--- src/rtl/multi_timer.sv ---
// multi_timer: NumChannels prescaled up-counters, each with a compare value, one-shot/periodic mode and a W1C pending bit.
// Latency: bus response is registered and arrives one cycle after the request; interrupts are combinational from registered pending/IE.
// Backpressure: none. A request is accepted every cycle and answered exactly once, so back-to-back requests get one response per cycle.
// Ports: clk_i/rst_i single clock, synchronous active-high reset; timer_req/we/be/addr/wdata request,
//        timer_rvalid/rdata/err response; timer_intr_o per-channel interrupt (pending & IE); timer_irq_o OR of timer_intr_o.
// Register map, per channel at 0x10*n: 0x0 CTRL {IE,MODE,EN}, 0x4 PRESCALE, 0x8 COMPARE, 0xC COUNT; 0x200 INTR_STATUS (W1C).
module multi_timer #(
  parameter int NumChannels   = 4,
  parameter int CounterWidth  = 32,
  parameter int PrescaleWidth = 16,
  parameter int DataWidth     = 32,
  parameter int AddressWidth  = 32
) (
  input  logic                    clk_i,
  input  logic                    rst_i,
  input  logic                    timer_req_i,
  input  logic                    timer_we_i,
  input  logic [3:0]              timer_be_i,
  input  logic [AddressWidth-1:0] timer_addr_i,
  input  logic [DataWidth-1:0]    timer_wdata_i,
  output logic                    timer_rvalid_o,
  output logic [DataWidth-1:0]    timer_rdata_o,
  output logic                    timer_err_o,
  output logic [NumChannels-1:0]  timer_intr_o,
  output logic                    timer_irq_o
);

  localparam logic [1:0] RegCtrl     = 2'd0;
  localparam logic [1:0] RegPrescale = 2'd1;
  localparam logic [1:0] RegCompare  = 2'd2;
  localparam logic [1:0] RegCount    = 2'd3;
  // INTR_STATUS at byte offset 0x200, expressed as a word index
  localparam logic [7:0] StatusWord  = 8'h80;

  // ---------------------------------------------------------------------------
  // Channel state
  // ---------------------------------------------------------------------------
  logic [NumChannels-1:0]   en_q;
  logic [NumChannels-1:0]   mode_q;
  logic [NumChannels-1:0]   ie_q;
  logic [NumChannels-1:0]   pending_q;
  logic [PrescaleWidth-1:0] prescale_q  [NumChannels];
  logic [PrescaleWidth-1:0] presc_cnt_q [NumChannels];
  logic [CounterWidth-1:0]  compare_q   [NumChannels];
  logic [CounterWidth-1:0]  count_q     [NumChannels];

  // ---------------------------------------------------------------------------
  // Address decode: only addr[9:2] select a register
  // ---------------------------------------------------------------------------
  logic [9:0] offset;
  logic [3:0] ch_idx;
  logic [1:0] reg_sel;
  logic       is_status;
  logic       is_chan;
  logic       addr_ok;
  logic       bus_wr;

  assign offset    = timer_addr_i[9:0];
  assign ch_idx    = offset[7:4];
  assign reg_sel   = offset[3:2];
  assign is_status = (offset[9:2] == StatusWord);
  assign is_chan   = (offset[9:8] == 2'b00) && (int'(ch_idx) < NumChannels);
  assign addr_ok   = is_status || is_chan;
  assign bus_wr    = timer_req_i && timer_we_i && addr_ok;

  // Upper address bits and the byte-within-word bits are deliberately ignored.
  logic unused_addr;
  assign unused_addr = ^{timer_addr_i[AddressWidth-1:10], offset[1:0]};

  // Byte-lane merge of write data into the current register value.
  function automatic logic [DataWidth-1:0] be_merge(input logic [DataWidth-1:0] cur,
                                                    input logic [DataWidth-1:0] wd,
                                                    input logic [3:0]           be);
    logic [DataWidth-1:0] res;
    for (int b = 0; b < 4; b++) begin
      res[8*b +: 8] = be[b] ? wd[8*b +: 8] : cur[8*b +: 8];
    end
    return res;
  endfunction

  // ---------------------------------------------------------------------------
  // Combinational: current value of the addressed register, per-channel
  // write strobes, prescaler ticks and compare events.
  // ---------------------------------------------------------------------------
  logic [DataWidth-1:0]   rd_cur;
  logic [DataWidth-1:0]   wr_word;
  logic [NumChannels-1:0] ch_wr;
  logic [NumChannels-1:0] tick;
  logic [NumChannels-1:0] evt;
  logic [NumChannels-1:0] status_clr;

  always_comb begin
    rd_cur = '0;
    if (is_status) begin
      rd_cur[NumChannels-1:0] = pending_q;
    end
    for (int i = 0; i < NumChannels; i++) begin
      ch_wr[i] = bus_wr && is_chan && (ch_idx == 4'(i));
      if (is_chan && (ch_idx == 4'(i))) begin
        case (reg_sel)
          RegCtrl:     rd_cur[2:0]               = {ie_q[i], mode_q[i], en_q[i]};
          RegPrescale: rd_cur[PrescaleWidth-1:0] = prescale_q[i];
          RegCompare:  rd_cur[CounterWidth-1:0]  = compare_q[i];
          default:     rd_cur[CounterWidth-1:0]  = count_q[i];
        endcase
      end
      tick[i] = en_q[i] && (presc_cnt_q[i] == prescale_q[i]);
      evt[i]  = tick[i] && (count_q[i] == compare_q[i]);
      // W1C honours byte enables: bit i lives in byte lane i/8.
      status_clr[i] = bus_wr && is_status && timer_wdata_i[i] && timer_be_i[i/8];
    end
  end

  // Writes only replace the enabled byte lanes of the addressed register.
  assign wr_word = be_merge(rd_cur, timer_wdata_i, timer_be_i);

  // ---------------------------------------------------------------------------
  // Sequential: bus response and channel state
  // ---------------------------------------------------------------------------
  always_ff @(posedge clk_i) begin
    if (rst_i) begin
      timer_rvalid_o <= 1'b0;
      timer_rdata_o  <= '0;
      timer_err_o    <= 1'b0;
      en_q           <= '0;
      mode_q         <= '0;
      ie_q           <= '0;
      pending_q      <= '0;
      for (int i = 0; i < NumChannels; i++) begin
        prescale_q[i]  <= '0;
        presc_cnt_q[i] <= '0;
        compare_q[i]   <= '0;
        count_q[i]     <= '0;
      end
    end else begin
      // Response reflects state before this edge; writes and errors return 0.
      timer_rvalid_o <= timer_req_i;
      timer_err_o    <= timer_req_i && !addr_ok;
      timer_rdata_o  <= (timer_req_i && !timer_we_i && addr_ok) ? rd_cur : '0;

      // A new event beats a simultaneous W1C of the same bit.
      pending_q <= (pending_q & ~status_clr) | evt;

      for (int i = 0; i < NumChannels; i++) begin
        // A COUNT write overrides the tick and restarts the prescaler.
        if (ch_wr[i] && (reg_sel == RegCount)) begin
          count_q[i]     <= wr_word[CounterWidth-1:0];
          presc_cnt_q[i] <= '0;
        end else begin
          if (evt[i]) begin
            count_q[i] <= '0;
          end else if (tick[i]) begin
            count_q[i] <= count_q[i] + CounterWidth'(1);
          end
          presc_cnt_q[i] <= (!en_q[i] || tick[i]) ? '0 : presc_cnt_q[i] + PrescaleWidth'(1);
        end

        // A CTRL write decides EN even when a one-shot event fires this cycle.
        if (ch_wr[i] && (reg_sel == RegCtrl)) begin
          en_q[i]   <= wr_word[0];
          mode_q[i] <= wr_word[1];
          ie_q[i]   <= wr_word[2];
        end else if (evt[i] && !mode_q[i]) begin
          en_q[i] <= 1'b0;
        end

        if (ch_wr[i] && (reg_sel == RegPrescale)) begin
          prescale_q[i] <= wr_word[PrescaleWidth-1:0];
        end
        if (ch_wr[i] && (reg_sel == RegCompare)) begin
          compare_q[i] <= wr_word[CounterWidth-1:0];
        end
      end
    end
  end

  assign timer_intr_o = pending_q & ie_q;
  assign timer_irq_o  = |timer_intr_o;

endmodule

--- config.mk ---
export PLATFORM = sky130hd
export DESIGN_NAME = multi_timer
export DESIGN_NICKNAME = d
export VERILOG_FILES = /design/src/rtl/multi_timer.sv
export SDC_FILE = /design/constraint.sdc
export NUM_CORES = 1
export LEC_CHECK = 0
export CAP_MARGIN = 20
export CORE_UTILIZATION = 62
export DETAILED_ROUTE_END_ITERATION = 10
export GPL_ROUTABILITY_DRIVEN = 0
export GPL_TIMING_DRIVEN = 0
export PLACE_DENSITY = 0.81
export REMOVE_ABC_BUFFERS = 1
export SLEW_MARGIN = 20
export SYNTH_ARGS = -nofsm -noshare
export SYNTH_HDL_FRONTEND = slang
export SYNTH_SLANG_ARGS = --single-unit
--- constraint.sdc ---
create_clock -name clk_i -period 5.1 [get_ports clk_i]
set_clock_uncertainty 0.05 [all_clocks]
set_input_delay 1.02 -clock clk_i [delete_from_list [all_inputs] [get_ports clk_i]]
set_output_delay 1.02 -clock clk_i [all_outputs]
set_load 0.02 [all_outputs]
==> impl_metrics.toml <==
[die]
start_util_pct = 63.28
die_h_um = 201.1
ios = 111
core_area_um2 = 38830
rows = 72
die_area_um2 = 40430
die_w_um = 201.1

[drt]
wl_per_cell_um = 25.88
ant_nets = 0
vias = 19300
drc = 0
viasPerCell = 6.743
drt-initial-drc-count = 2661
totalWireLength_um = 74090
first_pass_iters = 7

[logic_synthesis]
synth_edf_count = 384
synth_xor_area_share_pct = 13.01
synth_mux_area_share_pct = 7.211
avgSynthCellArea_um2 = 11.02
syn_area_um2 = 24570
synth_compound_gate_area_share_pct = 8.667
yosysWarnings = 0
synthArstFlopShare_pct = 0
ys_seq_elements = 434
synth_cells = 2229
ys_types = 78
yosysSeqAreaShare_pct = 51.01
yosys.area_share.simple_pct = 16.39
synth_top_family_by_area = "simple AND/OR/NAND/NOR gates"
synth_fa_ha_area_share_pct = 0.4074
yosys_most_used_dff = "edfxtp_1"

[cells_and_area]
drive_above_1_share_pct = 10.15
design.final.nets = 2386
n_fill_cell = 2640
multi_input_comb_area_um2 = 11600
final-seq-area_um2 = 12530
layout.cells.most_common = "edfxtp_1"
fin_area_um2 = 27670
area_growth_pct = 12.60
final_cell_mix = "edfxtp_1, nor2_1, xnor2_1, xor2_1, o22ai_1"

[global_route]
grt_max_degree = 85
grt.overflow.total = 0
grt_pass1_wl_um = 110600
grt_pass1_vias = 18610
track_usage_pct = 36.37
antenna_found_initial = 1

[timing]
rsz0062_at_grt = "false"
drv_slew = 0
slew_headroom_pct = 15.05
layout_setup_ws_ns = 0.5772
finalCritPeriodShare_pct = 88.68
tightest_slew_ns = 1.273
period_minus_slack_ns = 4.523
holdWs_ns = 0.4508
setup_viol = 0
finalHoldViolations = 0
fmax_mhz = 221.1

[placement]
placed_area_um2 = 26000
dp_hpwl_um = 52170
io_buffers = 86
place_ws_ns = 0.2765

[pwr]
leakage_nw = 9.458
p_per_area_nw_per_um2 = 305.4
ir_drop_mv = 0.2963

[critical_path]
start_kind = "input port"
path_max_fanout = 22
required_ns = 5.42
crit_type = "in -> reg"
r2r_cells = 6
arrival_ns = 4.84
crit_path_end_kind = "register"

[job]
maxCapViolCount = 0

[clocking]
htree_num_levels = 2
ctsHoldBuffers = 0
cts.path.max_buffers = 3
cts_root_buffer = "clkbuf_16"
cts.clk_slew.worst_paths_ns = 0.06
clk_latency_ns = 0.60
clock_sinks = 434
cts_buffers = 47
cts_setup_buffers = 0
cts_tree = "done"
cts_resized = 0

[outcome]
status = "finished clean"

[worst_hold_path]
hold_depth = 2
hold_path.class = "reg -> reg"
path summary, 6_finish.rpt:
check	slack (ns)	end	from
max reg2reg	1.61	count_q[2][14]	count_q[0][14]
min	0.45	ie_q[3]	ie_q[3]
max	0.58	timer_rdata_o[1]	rst_i
min reg2reg	0.45	ie_q[3]	ie_q[3]
critical path, cell delays in order:
cell and delay (ns):
clkdlybuf4s50_1 1.15, clkinv_1 0.95, nand2_1 0.42, nor2_1 0.09
nand2_1 0.85, a211oi_1 0.33
registers in the layout, indices dropped and copies added (netlist names):
name / count
compare_q: 128
timer_err_o: 1
prescale_q: 64
pending_q: 4
en_q: 4
timer_rdata_o: 32
ie_q: 4
count_q: 128
mode_q: 4
timer_rvalid_o: 1
presc_cnt_q: 64
stage by stage:
step                      utilization [%]  cells  setup TNS, ns  power, mW
after global routing                71.25   2862              0      8.607
after detailed placement            66.98   2775              0      4.895
after global placement              65.94   2758       -3626.91      4.882
final                               71.25   2863              0      8.449
after CTS                           71.21   2862              0      8.394
after floorplan                         -   2154              0      4.540
report_power, final:
part	total, mW	switching, mW	internal, mW
logic	0.754	0.471	0.283
registers	4.12	0.147	3.97
clock network	3.58	1.45	2.12
total	8.45	2.07	6.38
layout make-up:
cell class / instances / area share [%]
diodes: 1 / 0.009045
clock inverters: 18 / 0.4206
flip-flops and latches: 434 / 45.30
well taps: 518 / 2.343
clock buffers: 69 / 5.522
repair buffers: 103 / 4.111
inverters: 26 / 0.3528
multi-input cells: 1694 / 41.94
per-layer routing:
metal	global-route usage (%)	part of all wire, %	vias to the layer above
li1	-	-	8311
met5	0	0	-
met2	56.75	46	1397
met3	10.54	12	271
met4	20.09	6.3	0
met1	45.62	35	9325
cell usage after synthesis, drive strengths merged (4+ instances only):
library cell	count	share of area (%)
o21ai	11	0.27
a211oi	13	0.44
nand2b	9	0.23
a2bb2oi	7	0.35
ha	8	0.41
a22o	8	0.29
xor2	182	6.5
buf	68	1.8
a221oi	18	0.67
nand2	118	1.8
mux2i	60	2.5
mux2	44	2.0
nor4	39	1.1
and2	23	0.59
nand3	74	1.5
a32oi	4	0.14
edfxtp	384	47
mux4	29	2.7
or4	4	0.14
clkinv	4	0.061
nor2	366	5.6
nor3	20	0.41
and3	44	1.1
nor2b	23	0.59
inv	22	0.34
xnor2	183	6.5
o22a	16	0.57
nand4	79	2.0
dfxtp	50	4.1
or3	6	0.15
a22oi	8	0.29
o31ai	5	0.15
a21oi	32	0.85
o22ai	135	3.5
a221o	8	0.33
and4	22	0.78
clkbuf	70	1.1
kinds of logic after synthesis:
family	Yosys count
simple gates	836
flops	434
xor+xnor	365
compound gates	288
buf+inv	164
mux	133
fa+ha+maj	8
other cells	1
(Power assumes the default switching activity.)
